File: config.mk
export PLATFORM = sky130hd
export DESIGN_NAME = rps_match_ctrl
export DESIGN_NICKNAME = d
export VERILOG_FILES = /design/src/rtl/rps_match_ctrl.sv
export SDC_FILE = /design/constraint.sdc
export NUM_CORES = 1
export LEC_CHECK = 0
export CAP_MARGIN = 20
export CORE_ASPECT_RATIO = 1.1
export CORE_MARGIN = 1.5
export CORE_UTILIZATION = 55
export DETAILED_ROUTE_END_ITERATION = 12
export MAX_ROUTING_LAYER = met4
export PLACE_DENSITY = 0.83
export SKIP_LAST_GASP = 1
export SYNTH_ARGS = -nofsm -noshare
export SYNTH_HDL_FRONTEND = slang
export SYNTH_SLANG_ARGS = --single-unit
export TNS_END_PERCENT = 100
File: constraint.sdc
create_clock -name clk -period 2.7 [get_ports clk]
set_input_delay 0.27 -clock clk [delete_from_list [all_inputs] [get_ports clk]]
set_output_delay 0.27 -clock clk [all_outputs]
set_load 0.02 [all_outputs]
File: src/rtl/rps_match_ctrl.sv
// Best-of-N rock-paper-scissors match controller: pairs A/B moves, judges rounds, keeps scores.
// Define RPS_FORFEIT_EN to judge illegal (non-one-hot) moves as forfeits instead of discarding them.
module rps_match_ctrl #(
  parameter int unsigned WIN_ROUNDS = 3,
  parameter int unsigned SCORE_W    = 4
) (
  input  logic               clk,
  input  logic               rst,
  input  logic               start,
  input  logic               a_valid,
  input  logic [2:0]         a_move,
  output logic               a_ready,
  input  logic               b_valid,
  input  logic [2:0]         b_move,
  output logic               b_ready,
  output logic               round_valid,
  output logic [1:0]         round_result,
  output logic [SCORE_W-1:0] score_a,
  output logic [SCORE_W-1:0] score_b,
  output logic               match_done,
  output logic               match_winner,
  output logic               busy
);

  localparam logic [1:0] StIdle    = 2'd0;
  localparam logic [1:0] StCollect = 2'd1;
  localparam logic [1:0] StEval    = 2'd2;
  localparam logic [1:0] StDone    = 2'd3;

  localparam logic [1:0] ResTie  = 2'b00;
  localparam logic [1:0] ResAWin = 2'b01;
  localparam logic [1:0] ResBWin = 2'b10;

  localparam logic [SCORE_W-1:0] WinCnt = SCORE_W'(WIN_ROUNDS);

  logic [1:0]         stateQ, stateD;
  logic               aCapQ, aCapD, bCapQ, bCapD;
  logic [2:0]         aMoveQ, aMoveD, bMoveQ, bMoveD;
  logic [SCORE_W-1:0] scoreAQ, scoreAD, scoreBQ, scoreBD;
  logic               roundValidQ, roundValidD;
  logic [1:0]         roundResultQ, roundResultD;
  logic               matchDoneQ, matchDoneD;
  logic               matchWinnerQ, matchWinnerD;
  logic               aReadyQ, aReadyD, bReadyQ, bReadyD;
  logic               busyQ, busyD;
  logic               aAccept, bAccept;
  logic [1:0]         res;

  function automatic logic isLegal(input logic [2:0] m);
    return (m == 3'b001) || (m == 3'b010) || (m == 3'b100);
  endfunction

  // 001 scissors, 010 rock, 100 paper
  function automatic logic [1:0] judge(input logic [2:0] a, input logic [2:0] b);
    logic aBeats;
`ifdef RPS_FORFEIT_EN
    if (!isLegal(a) && !isLegal(b)) return ResTie;
    if (!isLegal(a)) return ResBWin;
    if (!isLegal(b)) return ResAWin;
`endif
    if (a == b) return ResTie;
    aBeats = (a == 3'b001 && b == 3'b100) || (a == 3'b010 && b == 3'b001) ||
             (a == 3'b100 && b == 3'b010);
    return aBeats ? ResAWin : ResBWin;
  endfunction

  always_comb begin
    stateD       = stateQ;
    aCapD        = aCapQ;
    bCapD        = bCapQ;
    aMoveD       = aMoveQ;
    bMoveD       = bMoveQ;
    scoreAD      = scoreAQ;
    scoreBD      = scoreBQ;
    roundValidD  = 1'b0;
    roundResultD = roundResultQ;
    matchDoneD   = matchDoneQ;
    matchWinnerD = matchWinnerQ;
    aAccept      = 1'b0;
    bAccept      = 1'b0;
    res          = ResTie;

    unique case (stateQ)
      StIdle, StDone: begin
        if (start) begin
          stateD       = StCollect;
          aCapD        = 1'b0;
          bCapD        = 1'b0;
          scoreAD      = '0;
          scoreBD      = '0;
          matchDoneD   = 1'b0;
          matchWinnerD = 1'b0;
        end
      end
      StCollect: begin
`ifdef RPS_FORFEIT_EN
        aAccept = a_valid && aReadyQ;
        bAccept = b_valid && bReadyQ;
`else
        // Illegal moves complete the handshake but leave the player uncaptured.
        aAccept = a_valid && aReadyQ && isLegal(a_move);
        bAccept = b_valid && bReadyQ && isLegal(b_move);
`endif
        if (aAccept) begin
          aCapD  = 1'b1;
          aMoveD = a_move;
        end
        if (bAccept) begin
          bCapD  = 1'b1;
          bMoveD = b_move;
        end
        if (aCapD && bCapD) stateD = StEval;
      end
      StEval: begin
        res          = judge(aMoveQ, bMoveQ);
        roundValidD  = 1'b1;
        roundResultD = res;
        aCapD        = 1'b0;
        bCapD        = 1'b0;
        stateD       = StCollect;
        if (res == ResAWin) begin
          scoreAD = scoreAQ + SCORE_W'(1);
          if (scoreAD == WinCnt) begin
            stateD       = StDone;
            matchDoneD   = 1'b1;
            matchWinnerD = 1'b0;
          end
        end else if (res == ResBWin) begin
          scoreBD = scoreBQ + SCORE_W'(1);
          if (scoreBD == WinCnt) begin
            stateD       = StDone;
            matchDoneD   = 1'b1;
            matchWinnerD = 1'b1;
          end
        end
      end
      default: stateD = StIdle;
    endcase

    // Decoded from next-state so every output comes straight from a flop.
    aReadyD = (stateD == StCollect) && !aCapD;
    bReadyD = (stateD == StCollect) && !bCapD;
    busyD   = (stateD == StCollect) || (stateD == StEval);
  end

  always_ff @(posedge clk) begin
    if (rst) begin
      stateQ       <= StIdle;
      aCapQ        <= 1'b0;
      bCapQ        <= 1'b0;
      aMoveQ       <= 3'b000;
      bMoveQ       <= 3'b000;
      scoreAQ      <= '0;
      scoreBQ      <= '0;
      roundValidQ  <= 1'b0;
      roundResultQ <= ResTie;
      matchDoneQ   <= 1'b0;
      matchWinnerQ <= 1'b0;
      aReadyQ      <= 1'b0;
      bReadyQ      <= 1'b0;
      busyQ        <= 1'b0;
    end else begin
      stateQ       <= stateD;
      aCapQ        <= aCapD;
      bCapQ        <= bCapD;
      aMoveQ       <= aMoveD;
      bMoveQ       <= bMoveD;
      scoreAQ      <= scoreAD;
      scoreBQ      <= scoreBD;
      roundValidQ  <= roundValidD;
      roundResultQ <= roundResultD;
      matchDoneQ   <= matchDoneD;
      matchWinnerQ <= matchWinnerD;
      aReadyQ      <= aReadyD;
      bReadyQ      <= bReadyD;
      busyQ        <= busyD;
    end
  end

  assign a_ready      = aReadyQ;
  assign b_ready      = bReadyQ;
  assign round_valid  = roundValidQ;
  assign round_result = roundResultQ;
  assign score_a      = scoreAQ;
  assign score_b      = scoreBQ;
  assign match_done   = matchDoneQ;
  assign match_winner = matchWinnerQ;
  assign busy         = busyQ;

endmodule

After elaboration in Yosys (flattened, before gate mapping)
Cells that the tools add are included.
{"block": "op_classes", "add_sub_neg": 2, "eq_ne": 29, "n_mux": 37, "reduce_logical": 27}
{"operator": "$mux 2", "n": 10}
{"operator": "$mux 1", "n": 16}
{"operator": "$mux 4", "n": 4}
{"operator": "$pmux 4 s2", "n": 2}
{"operator": "$eq 3x1->1 const B", "n": 4}
{"operator": "$eq 3x2->1 const B", "n": 4}
{"operator": "$eq 3x3->1 const B", "n": 4}
{"operator": "$logic_and 1x1->1", "n": 10}
{"operator": "$ne 3x3->1 const B", "n": 3}
{"operator": "$add 4x1->4 const B", "n": 2}
{"operator": "$eq 2x2->1 const B", "n": 4}
{"operator": "$eq 4x2->1 const B", "n": 2}
{"operator": "$ne 2x2->1 const B", "n": 4}
{"operator": "$logic_or 1x1->1", "n": 7}
{"operator": "$eq 2x1->1 const B", "n": 3}
{"operator": "$pmux 1 s3", "n": 2}
{"operator": "$pmux 2 s3", "n": 1}
{"operator": "$reduce_and 5->1", "n": 1}
{"operator": "$pmux 1 s2", "n": 2}
{"operator": "$reduce_and 2->1", "n": 2}
{"operator": "$reduce_and 4->1", "n": 1}
{"operator": "$eq 3x3->1", "n": 1}
{"operator": "$reduce_and 3->1", "n": 1}
{"operator": "$logic_not 1->1", "n": 2}
{"operator": "3 further kinds", "n": 3}
{"block": "totals", "register_bits": 26, "input_bits": 11, "elab_cells": 109}

Longest topological paths before layout
{"block": "logic_depth", "depth_word": 13, "mapped_depth": 10, "mapped_depth_nobuf": 9}

Worst setup path before layout
No wires, ideal clock.
{"block": "synth_path", "path_kind": "register -> register", "start": "register scoreBQ[1], in the netlist score_b[1]", "end": "register aReadyQ, in the netlist a_ready", "arrival_time_ns": 1.807, "required_ns": 2.569, "setup_slack_ns": 0.762, "stages_incl_launch_ff": 9, "n_path_buf": 0, "cell_sequence": "dfxtp_1 ha_1 and2_1 a21oi_1 o32ai_1 mux2_4 a31oi_1 ha_1 nor3b_1"}
{"block": "synth_via", "elab_chain_cells": 8}
{"element": "start, declared", "line_no": "39", "text": "logic [SCORE_W-1:0] scoreAQ, scoreAD, scoreBQ, scoreBD;"}
{"element": "start signal, assigned", "line_no": "169", "text": "scoreBQ <= scoreBD;"}
{"element": "$add 4x1->4", "line_no": "129", "text": "scoreBD = scoreBQ + SCORE_W'(1);"}
{"element": "$eq 4x2->1", "line_no": "130", "text": "if (scoreBD == WinCnt) begin"}
{"element": "$mux 2", "line_no": "130"}
{"element": "$mux 2", "line_no": "128", "text": "end else if (res == ResBWin) begin"}
{"element": "$mux 2", "line_no": "121", "text": "if (res == ResAWin) begin"}
{"element": "$pmux 2 s3", "line_no": "83", "text": "unique case (stateQ)"}
{"element": "$eq 2x1->1", "line_no": "141", "text": "aReadyD = (stateD == StCollect) && !aCapD;"}
{"element": "$logic_and 1x1->1", "line_no": "141"}
{"element": "end signal, assigned", "line_no": "174", "text": "aReadyQ <= aReadyD;"}
{"element": "end, declared", "line_no": "44", "text": "logic aReadyQ, aReadyD, bReadyQ, bReadyD;"}
No other way between the ends.
A chain may end at the register's enable or synchronous reset.

Worst setup path after layout
{"block": "layout_path", "start": "register stateQ[0]", "end": "register scoreAQ[2], in the netlist score_a[2]"}
{"block": "layout_via", "elab_chain_cells": 4, "elab_cells_between_ends": 9, "cone_classes": "4 x eq/ne; 1 x mux; 4 x reduce/logical"}
{"element": "start, declared", "line_no": "36", "text": "logic [1:0] stateQ, stateD;"}
{"element": "start signal, assigned", "line_no": "148", "text": "stateQ <= StIdle;"}
{"element": "start signal, assigned", "line_no": "163", "text": "stateQ <= stateD;"}
{"element": "$eq 2x2->1 / $logic_not 2->1 (equally long branches)", "line_no": "83"}
{"element": "$reduce_or 2->1", "line_no": "83"}
{"element": "$ne 2x2->1 (no source line) / $reduce_bool 2->1 (equally long branches)"}
{"element": "$reduce_and 3->1 (no source line)"}
{"element": "end signal, assigned", "line_no": "168", "text": "scoreAQ <= scoreAD;"}
{"element": "end, declared", "line_no": "39"}
Parallel ways exist; a longest one is shown, timed or not.

==> run summary <==
The flow ran to the end, and the final reports show no timing, DRC or antenna violations. The post-route clock period utilization is between 70% and 80%. The number of endpoints failing setup at the final stage came out at 0. Synthesis inferred 26 register bits. The average instance in the mapped netlist occupies between 8 and 9 µm². The async set-or-reset flop fraction in the synthesized netlist is 0%. In this run the worst hold path is classified as register to register. The minimum setup slack among reg-to-reg paths came out at approximately 0.56 ns. The top cell type's share of synthesized area is 33.7%.

Among all stages on the critical path, the largest delay is contributed by sky130_fd_sc_hd__a21oi_1. The power share of the clock group is 35.8%. The total area inside the core boundary comes to roughly 2600 µm². The proportion of total power due to net switching came out at 24.1%. The synthesized net count is approximately 200. The routability congestion estimate from global placement is about 0.90. The power density over the cells is a little over 400 nW/µm². The filler cell count came out at 202.

The maximum level of the CTS H-tree is 1. Counting flops with a built-in enable in the synthesized netlist gives 0. The startpoint identified for the worst hold timing path is round_result[1]$_SDFFE_PP0P_.

Among all flip-flop cells after synthesis, the most frequent one is sky130_fd_sc_hd__dfxtp_1. The first routing iteration left 39 violations. The largest fanout of any net on the critical path is 18. The count of warnings emitted by yosys is 0.

The pre-CTS setup slack is ~0.53 ns. The start of the worst register-to-register path is stateQ[0]$_SDFF_PP0_. The buffer levels on the longest clock path came out at 2. The transition time at the pin with the least slew margin came out at approximately 0.66 ns. The iteration count of the initial detailed-routing pass came out at 4. The die area came out at 3130 µm². Setup repair after global routing left no endpoint under its margin. The sequential area share after synthesis came out at about a third. The total global routing track utilization is 26.8%. The synthesized cell area came out at 1540 µm². The worst setup path is launched from a register. The path depth of the worst reg2reg path came out at 6. The critical path endpoint category is a register.

The sequential standard cell area is between 500 and 600 µm². The count of distinct cell types in the synthesized netlist is 50. The chip width is ~53 µm. The post-synthesis to final-layout area growth is 22.0%.

TritonCTS built the clock tree. After synthesis, the most frequently instantiated cells are sky130_fd_sc_hd__dfxtp_1 (26), sky130_fd_sc_hd__nand2_1 (23), sky130_fd_sc_hd__a21oi_1 (15), sky130_fd_sc_hd__nor2_1 (14), sky130_fd_sc_hd__nand3_1 (12). Yosys attributes the largest share of cell area to sky130_fd_sc_hd__dfxtp_1 (34%), sky130_fd_sc_hd__ha_1 (5.7%), sky130_fd_sc_hd__nand2_1 (5.6%). The critical path endpoint is score_a[2]$_SDFFE_PP0P_. In the post-synthesis netlist, the cell with the most instances is sky130_fd_sc_hd__dfxtp_1. Walking the worst path, the cells encountered are inv_1 > ha_1 > nor2b_1 > a21oi_1 > nor2_1 > o221ai_1. The final count of pins violating max slew is 0.

The post-CTS setup-driven buffer insertion count came out at 0. For met2 alone, demand over resource in global routing was 48.3%. In this run the static leakage power is roughly 0.7 nW.

The highest achievable clock rate came out at 467 MHz. The routed wire length came out at roughly 3600 µm. On the worst path, the slowest cell contributes a delay of around 0.53 ns. The met3 usage in global routing is 2.54%.

The later pin in the worst-skew pair is clocked with a latency of around 0.34 ns. The slack of the critical path came out at approximately 0.56 ns. The library cell used as clock root buffer is sky130_fd_sc_hd__clkbuf_4. The critical path launch point is stateQ[0]$_SDFF_PP0_. The number of clock buffers added by TritonCTS is 3. The leftover overflow at the end of global routing came out at 0. In this run, flip-flops and latches consume between 50 and 60% of the power.

The worst register-to-register path ends at score_a[2]$_SDFFE_PP0P_. The first global-routing pass estimated roughly 6100 µm of wire. The internal power summed over all cells came out at 0.000586 W. The remaining antenna violation count is 0. The worst path required time came out at 2.98 ns. The number of cells on the critical path is 6.

The number of gates resized after cts is 0. Hold repair after CTS inserted 0 buffers. The relative contribution of combinational cells to total power is between 10 and 15%. The data arrival time at the worst-slack endpoint came out at 2.42 ns. The floorplan step set the die height to roughly 59 µm.

Clock-pin slew was measured on the worst setup and hold paths at roughly 0.16 ns. The number of rows created at floorplan is 19. The peak-usage layer in the global routing report is met2.

The kind of cell with the highest combined delay along the critical path is compound AO/OA/AOI/OAI gates. The largest net degree at the start of global routing is 19. The post-route netlist has between 8 and 9% of its cells at a drive strength greater than 1.

The via count is about 1,500. In the synthesized netlist, the number of instances is 186. In this run the power spent charging and discharging nets is between 0.00015 and 0.0002 W. After the last flow step, the layout net total stands at 230. The effective utilization at floorplan is just under 60%.

The number of antenna violations at the first check in global routing came out at 0. In this run the tightest slew margin relative to its limit is a little under three fifths. The smallest clock period supported by the final layout is computed as between 2 and 2.5 ns. The worst setup path is of the register to register kind. The detailed-placement wirelength estimate came out at between 2000 and 3000 µm.

The multi-input gate area in the final layout is approximately 960 µm². The clock net sink count is 26. The tool flagged a number of max-cap violations equal to 0. The number of global-route vias before repair came out at between 1,000 and 1,500. For the final database, setup skew stands at about 0.016 ns.

The number of antenna diodes in the final layout is 0. The number of hold-slack violations in the final timing report is 0. In this run the tool buffered the top-level ports with 26 buffer cells. The met1 capacity usage during global routing is between 20% and 30%.

The biggest area contributor in the post-synthesis netlist is sky130_fd_sc_hd__dfxtp_1. For this run, design rule violations remaining after detail routing come to 0. The number of top-level pins is 27. The routed wirelength normalized by instance count is approximately 15 µm. The final setup TNS came out at 0 ns. The buffering stage count on the worst path with inverters included came out at 1. The maximum resistive drop on vdd came out at between 0.3 and 0.4 mV. In the routed layout, each cell is associated on average with a via count of slightly above 6.
-- worst register-to-register path, cell delays in order, from the launching register on --
cell	delay, ns
sky130_fd_sc_hd__dfxtp_1	0.40
sky130_fd_sc_hd__inv_1	0.07
sky130_fd_sc_hd__ha_1	0.39
sky130_fd_sc_hd__nor2b_1	0.24
sky130_fd_sc_hd__a21oi_1	0.53
sky130_fd_sc_hd__nor2_1	0.21
sky130_fd_sc_hd__o221ai_1	0.23
-- cells in the final DEF (no fill, tap or decap), types with 2 or more instances in the layout --
cell type | synthesis | layout
sky130_fd_sc_hd__dfxtp_1 | 26 | 26
sky130_fd_sc_hd__clkdlybuf4s50_1 | 0 | 26
sky130_fd_sc_hd__nand2_1 | 23 | 23
sky130_fd_sc_hd__a21oi_1 | 15 | 15
sky130_fd_sc_hd__nor2_1 | 14 | 14
sky130_fd_sc_hd__nand3_1 | 12 | 12
sky130_fd_sc_hd__inv_1 | 10 | 10
sky130_fd_sc_hd__ha_1 | 7 | 7
sky130_fd_sc_hd__o21ai_0 | 6 | 6
sky130_fd_sc_hd__mux2i_1 | 5 | 5
sky130_fd_sc_hd__nand2b_1 | 4 | 4
sky130_fd_sc_hd__nor2b_1 | 3 | 3
sky130_fd_sc_hd__and2_1 | 3 | 3
sky130_fd_sc_hd__o32ai_1 | 3 | 3
sky130_fd_sc_hd__xnor2_1 | 3 | 3
sky130_fd_sc_hd__a31oi_1 | 3 | 3
sky130_fd_sc_hd__nand3b_1 | 3 | 3
sky130_fd_sc_hd__and3_1 | 3 | 3
sky130_fd_sc_hd__clkbuf_4 | 0 | 3
sky130_fd_sc_hd__xor2_1 | 2 | 2
sky130_fd_sc_hd__o2111a_1 | 2 | 2
sky130_fd_sc_hd__nand3_2 | 2 | 2
sky130_fd_sc_hd__nand4b_1 | 2 | 2
sky130_fd_sc_hd__and3_2 | 2 | 2
sky130_fd_sc_hd__a32oi_1 | 2 | 2
sky130_fd_sc_hd__buf_4 | 0 | 2
-- sequential cells by signal (all words and copies together) (netlist names), 2 cells and up --
| name | count |
|---|---|
| aMoveQ | 3 |
| score_a | 4 |
| stateQ | 2 |
| round_result | 2 |
| bMoveQ | 3 |
| score_b | 4 |
-- cell type report --
class	instances	share of cell area, %
Clock buffer	3	1.20
Inverter	10	1.99
Timing Repair Buffer	28	14.6
Sequential cell	26	27.7
Tap cell	31	2.06
Multi-Input combinational cell	143	50.9
Clock inverter	1	1.60
-- cells by family after synthesis --
family          Yosys count  synth area share [%]
fa+ha+maj                 7                  5.68
simple gates             83                  30.7
flops                    26                  33.7
compound gates           42                  18.6
mux                       6                  4.22
buf+inv                  17                  4.22
xor+xnor                  5                  2.84
-- routing by layer --
| metal | vias up | routed length [µm] |
|---|---|---|
| li1 | 724 | - |
| met1 | 709 | 1510 |
| met2 | 50 | 1890 |
| met3 | 7 | 123 |
| met4 | 0 | 85 |
| met5 | - | 0 |
-- per-stage QoR --
| step | power (W) | std cells | hold slack [ns] | cell area [µm²] | util [%] |
|---|---|---|---|---|---|
| 2_1_floorplan | 0.000460 | 186 | 0.414 | 1540 | - |
| 3_3_place_gp | 0.000500 | 238 | 0.467 | 1830 | 70.6 |
| 3_5_place_dp | 0.000503 | 238 | 0.462 | 1830 | 70.6 |
| 4_1_cts | 0.000774 | 242 | 0.481 | 1880 | 72.6 |
| 5_1_grt | 0.000795 | 242 | 0.493 | 1880 | 72.6 |
| 6_report | 0.000771 | 242 | 0.479 | 1880 | 72.6 |
-- worst min-delay path by stage --
stage	end	slack [ns]	depth (start not counted)
6_report	round_result[1]$_SDFFE_PP0P_	0.48	2
3_3_place_gp	round_result[1]$_SDFFE_PP0P_	0.47	2
5_1_grt	round_result[1]$_SDFFE_PP0P_	0.49	2
2_1_floorplan	aMoveQ[2]$_SDFFE_PP0P_	0.41	2
4_1_cts	round_result[1]$_SDFFE_PP0P_	0.48	2
3_5_place_dp	round_result[1]$_SDFFE_PP0P_	0.46	2
-- power groups by stage --
stage	clock (W)	sequential (W)	combinational, W
2_1_floorplan	0	0.000410	0.0000498
3_3_place_gp	0	0.000404	0.0000955
3_5_place_dp	0	0.000405	0.0000985
4_1_cts	0.000279	0.000396	0.0000993
5_1_grt	0.000288	0.000397	0.000109
6_report	0.000276	0.000396	0.0000991
Note: power is estimated with default switching activity, not from simulation.
